$ cat src/rtl/aes_8bit_host_ctrl.sv
// rtl/aes_8bit_host_ctrl.sv - host-side sequencer for the 8-bit serial AES-128 core
// Loads key/plaintext byte-serially, then gathers 16 ciphertext bytes into one 128-bit word.
module aes_8bit_host_ctrl #(
  parameter int TIMEOUT = 255
) (
  input  logic         clk,
  input  logic         rst,
  input  logic         in_valid,
  output logic         in_ready,
  input  logic [127:0] key,
  input  logic [127:0] pt,
  output logic         out_valid,
  input  logic         out_ready,
  output logic [127:0] ct,
  output logic         busy,
  output logic         err_timeout,
  output logic         core_rst,
  output logic [7:0]   core_key_in,
  output logic [7:0]   core_d_in,
  input  logic [7:0]   core_d_out,
  input  logic         core_d_vld
);

  localparam int CW = $clog2(TIMEOUT + 1);
  localparam logic [CW-1:0] WAIT_LAST = CW'(TIMEOUT - 1);
  localparam logic [CW-1:0] WAIT_ONE  = CW'(1);

  typedef enum logic [2:0] {
    S_IDLE,
    S_CRST,
    S_LOAD,
    S_WAIT,
    S_CAPT,
    S_HOLD
  } state_t;

  state_t          state_q, state_d;
  logic [127:0]    key_sr_q, key_sr_d;
  logic [127:0]    pt_sr_q, pt_sr_d;
  logic [127:0]    ct_sr_q, ct_sr_d;
  logic [3:0]      byte_cnt_q, byte_cnt_d;
  logic [CW-1:0]   wait_cnt_q, wait_cnt_d;
  logic            err_q, err_d;

  always_ff @(posedge clk) begin
    if (rst) begin
      state_q    <= S_IDLE;
      key_sr_q   <= '0;
      pt_sr_q    <= '0;
      ct_sr_q    <= '0;
      byte_cnt_q <= '0;
      wait_cnt_q <= '0;
      err_q      <= 1'b0;
    end else begin
      state_q    <= state_d;
      key_sr_q   <= key_sr_d;
      pt_sr_q    <= pt_sr_d;
      ct_sr_q    <= ct_sr_d;
      byte_cnt_q <= byte_cnt_d;
      wait_cnt_q <= wait_cnt_d;
      err_q      <= err_d;
    end
  end

  always_comb begin
    state_d     = state_q;
    key_sr_d    = key_sr_q;
    pt_sr_d     = pt_sr_q;
    ct_sr_d     = ct_sr_q;
    byte_cnt_d  = byte_cnt_q;
    wait_cnt_d  = wait_cnt_q;
    err_d       = 1'b0;
    in_ready    = 1'b0;
    out_valid   = 1'b0;
    core_rst    = 1'b0;
    core_key_in = 8'h00;
    core_d_in   = 8'h00;

    case (state_q)
      S_IDLE: begin
        core_rst   = 1'b1;
        in_ready   = ~rst;
        byte_cnt_d = '0;
        wait_cnt_d = '0;
        if (in_valid && !rst) begin
          key_sr_d = key;
          pt_sr_d  = pt;
          state_d  = S_CRST;
        end
      end
      S_CRST: begin
        core_rst = 1'b1;
        state_d  = S_LOAD;
      end
      S_LOAD: begin
        core_key_in = key_sr_q[127:120];
        core_d_in   = pt_sr_q[127:120];
        key_sr_d    = {key_sr_q[119:0], 8'h00};
        pt_sr_d     = {pt_sr_q[119:0], 8'h00};
        byte_cnt_d  = byte_cnt_q + 4'd1;
        wait_cnt_d  = '0;
        if (byte_cnt_q == 4'd15) begin
          state_d = S_WAIT;
        end
      end
      S_WAIT: begin
        // A byte already valid on the first waiting cycle is byte 0 of the ciphertext.
        if (core_d_vld) begin
          ct_sr_d    = {ct_sr_q[119:0], core_d_out};
          byte_cnt_d = byte_cnt_q + 4'd1;
          state_d    = S_CAPT;
        end else if (wait_cnt_q == WAIT_LAST) begin
          err_d   = 1'b1;
          state_d = S_IDLE;
        end else begin
          wait_cnt_d = wait_cnt_q + WAIT_ONE;
        end
      end
      S_CAPT: begin
        if (core_d_vld) begin
          ct_sr_d    = {ct_sr_q[119:0], core_d_out};
          byte_cnt_d = byte_cnt_q + 4'd1;
          if (byte_cnt_q == 4'd15) begin
            state_d = S_HOLD;
          end
        end
      end
      S_HOLD: begin
        out_valid = 1'b1;
        if (out_ready) begin
          state_d = S_IDLE;
        end
      end
      default: begin
        state_d = S_IDLE;
      end
    endcase
  end

  assign ct          = ct_sr_q;
  assign busy        = (state_q != S_IDLE);
  assign err_timeout = err_q;

endmodule

$ cat config.mk
export PLATFORM = sky130hd
export DESIGN_NAME = aes_8bit_host_ctrl
export DESIGN_NICKNAME = d
export VERILOG_FILES = /design/src/rtl/aes_8bit_host_ctrl.sv
export SDC_FILE = /design/constraint.sdc
export NUM_CORES = 1
export LEC_CHECK = 0
export ABC_AREA = 1
export ABC_CLOCK_PERIOD_IN_PS = 2400
export BUFFER_PORTS_ARGS = -buffer_cell sky130_fd_sc_hd__buf_2
export CAP_MARGIN = 15
export CORE_ASPECT_RATIO = 1.25
export CORE_MARGIN = 2
export CORE_UTILIZATION = 46
export CTS_BUF_LIST = sky130_fd_sc_hd__clkbuf_8
export CTS_CLUSTER_SIZE = 24
export DETAILED_ROUTE_END_ITERATION = 10
export GPL_ROUTABILITY_DRIVEN = 0
export PLACE_DENSITY = 0.71
export SYNTH_ARGS = -nofsm -noshare
export SYNTH_HDL_FRONTEND = slang
export SYNTH_SLANG_ARGS = --single-unit
$ cat constraint.sdc
create_clock -name clk -period 2.4 [get_ports clk]
set_clock_uncertainty 0.1 [all_clocks]
set_input_delay 0.12 -clock clk [delete_from_list [all_inputs] [get_ports clk]]
set_output_delay 0.12 -clock clk [all_outputs]
set_load 0.01 [all_outputs]
==> results.py <==
metrics = {
    "worst_setup_path": {
        "path_max_fanout": 25,
        "slowest_delay_ns": 0.38,
        "cp.required_ns": 2.18,
        "cp_cell_sequence": "nor2_4, nand2_8, buf_16, buf_4, nor2_1, buf_2",
        "arrival_ns": 2.07,
        "worstSetupPathType": "register to output pin",
        "endpoint_kind": "output pin",
        "critPathLaunchType": "register",
        "cp_slowest_cell": "dfxtp_2",
    },
    "cts": {
        "cts_made_buffers": 66,
        "insertion_delay_ns": 0.61,
        "clk_pin_slew_ns": 0.07,
        "cts_root_buf": "clkbuf_8",
        "ctsLongestPathBuffers": 3,
        "h-tree-depth": 3,
        "cts.sinks": 400,
        "cts_tree": "yes",
    },
    "final_layout": {
        "syn_to_final_growth_pct": 37.4,
        "fillers": 3146,
        "multi_input_area_um2": 8100,
        "finalNonFillerCells": 3764,
        "ff_latch_area_um2": 8010,
        "final_net_count": 3500,
        "drive_gt1_share_pct": 17.2,
    },
    "power": {
        "leakagePower_nw": 11.3,
        "cellPowerDensity_nw_per_um2": 1140,
        "total_power_w": 0.0270,
        "peakVddDrop_mv": 0.837,
    },
    "logic_synthesis": {
        "synth_nets": 2889,
        "ys_types": 26,
        "syn_inst": 2617,
        "syn_area_um2": 17200,
        "ys_seq_elements": 400,
        "syn_avg_cell_area_um2": 6.58,
        "yosysSeqAreaShare_pct": 46.5,
        "yosysWarningCount": 0,
    },
    "timing": {
        "fin_crit_sh_pct": 95.5,
        "fin_setup_tns_ns": 0,
        "hold_viol": 0,
        "rsz0062_at_grt": "no",
        "period_needed_ns": 2.29,
        "setup_ws_ns": 0.108,
        "max_slew_margin_pct": 44.1,
        "tightest_slew_ns": 0.839,
        "final_max_slew_viol_count": 0,
        "setup_viol": 0,
        "fmax_mhz": 436,
    },
    "detailed_routing": {
        "routed_wl_um": 61400,
        "drt-initial-drc-count": 1621,
        "ant_nets": 0,
        "wl_per_cell_um": 16.3,
        "post_drt_via_cell_ratio": 5.18,
        "vias": 19514,
        "remaining_drc_errors": 0,
        "drtPass1Iterations": 6,
    },
    "worst_hold_path": {
        "hold_path_class": "input port to register",
    },
    "floorplan": {
        "die_y_um": 220,
        "die_width_um": 177,
        "coreArea_um2": 37100,
        "initial_utilization_pct": 46.5,
        "fp-row-count": 79,
        "die-area_um2": 39000,
        "ioPinCount": 418,
    },
    "placement": {
        "io_buffers": 417,
        "dpl.cell_count": 3372,
        "preCtsSetupSlack_ns": 0.0302,
        "dp_hpwl_um": 35300,
    },
    "global_route": {
        "overflow": 0,
        "grt_max_degree": 211,
        "grt_pass1_wl_um": 95200,
        "grt_antenna_before_repair": 4,
        "grt_pass1_vias": 18601,
        "grt_use_total_pct": 30.4,
    },
    "run": {
        "drv_cap": 0,
    },
    "outcome": {
        "run_status": "complete, no violations",
    },
}
==> worst paths after layout <==
check	startpoint	to	slack, ns	depth (start not counted)
hold / removal	core_d_out[6]	ct[6]$_SDFFE_PP0P_	0.21	4
setup / recovery	state_q[2]$_SDFFE_PP0P_	core_key_in[1]	0.11	6
hold reg to reg	pt_sr_q[1]$_SDFFE_PP0P_	pt_sr_q[1]$_SDFFE_PP0P_	0.35	2
setup reg to reg	state_q[2]$_SDFFE_PP0P_	pt_sr_q[89]$_SDFFE_PP0P_	0.17	8
==> layer usage <==
metal | vias up | GRT usage, % | routed length (um)
li1 | 9401 | - | -
met2 | 1035 | 49.4 | 28500
met5 | - | 0.126 | 11
met4 | 2 | 16.8 | 3270
met1 | 8811 | 35.7 | 23800
met3 | 265 | 9.35 | 5760
==> layout make-up <==
cell class	count	area share [%]
inverter	63	1.08
multi-input combinational	1973	34.2
sequential	400	33.9
timing repair buffer	724	22.5
clock inverter	29	0.798
antenna	4	0.0423
clock buffer	85	4.94
tap	486	2.57
==> flip-flops by register name, indices dropped and copies added, names as in the netlist <==
register     flops
byte_cnt_q       4
key_sr_q       128
ct             128
wait_cnt_q       8
pt_sr_q        128
err_timeout      1
state_q          3
==> cell families (layout without fill, tap and decap cells) <==
| group | after synthesis | count (layout) | share of synthesized area, % |
|---|---|---|---|
| buffers and inverters | 244 | 901 | 6.63 |
| other | 0 | 4 | 0 |
| AO/OA/AOI/OAI | 456 | 456 | 13.3 |
| XOR/XNOR | 1 | 1 | 0.0509 |
| flip-flops | 400 | 400 | 46.5 |
| adder cells (fa/ha/maj) | 3 | 3 | 0.218 |
| AND/OR/NAND/NOR | 1513 | 1513 | 33.3 |
==> power by group <==
| part | switching (W) | total [W] | internal (W) |
|---|---|---|---|
| Sequential | 0.00126 | 0.0100 | 0.00874 |
| Clock | 0.00278 | 0.00618 | 0.00340 |
| Combinational | 0.00699 | 0.0108 | 0.00383 |
| Total | 0.0110 | 0.0270 | 0.0160 |
==> cell usage in the layout (no fill, tap or decap), types with 17 or more instances in the layout <==
master / netlist / routed
dfxtp_1: 400 / 397
buf_2: 38 / 417
clkbuf_8: 0 / 85
inv_1: 59 / 76
nand2_1: 738 / 737
o21ai_0: 408 / 408
dlygate4sd3_1: 0 / 273
nor2_1: 747 / 746
a21oi_1: 46 / 46
nand3_1: 17 / 17
==> synthesized netlist by cell type <==
cell / n / area, um^2
a21boi_0: 1 / 7.51
a21oi_1: 46 / 230
buf_1: 11 / 41.3
buf_2: 38 / 190
buf_4: 7 / 52.6
buf_6: 3 / 33.8
buf_8: 11 / 165
clkbuf_1: 110 / 413
clkbuf_2: 1 / 5.00
clkinv_4: 1 / 8.76
dfxtp_1: 400 / 8010
ha_1: 3 / 37.5
inv_1: 59 / 221
inv_2: 3 / 11.3
nand2_1: 738 / 2770
nand2_2: 2 / 12.5
nand3_1: 17 / 85.1
nand4_1: 2 / 12.5
nor2_1: 747 / 2800
nor2_4: 3 / 33.8
nor3_1: 2 / 10.0
nor3b_1: 1 / 7.51
nor4_1: 1 / 6.26
o21ai_0: 408 / 2040
o21ai_1: 1 / 5.00
xnor2_1: 1 / 8.76
==> worst max-delay path: cells and delay by family (launching register included) <==
family / cells / cell delay [ns]
buffers and inverters: 3 / 0.59
DFF: 1 / 0.38
and+or+nand+nor: 3 / 0.49
==> through the flow <==
stage	area (um^2)	utilization (%)	hold WS, ns
after CTS	23600	63.7	0.163
after global routing	23700	63.8	0.205
after global placement	19500	52.6	0.274
after detailed placement	19500	52.6	0.277
after floorplan	17200	-	0.0985
final	23700	63.8	0.205
==> repair_timing <==
action	in CTS	in global routing
endpoints found under the hold margin	283	0
resized for setup	2	7
hold buffers	273	0
setup endpoints to repair	11	107
cloned	0	1
setup buffers	0	0
No activity file was read; power rests on OpenSTA's default activity.
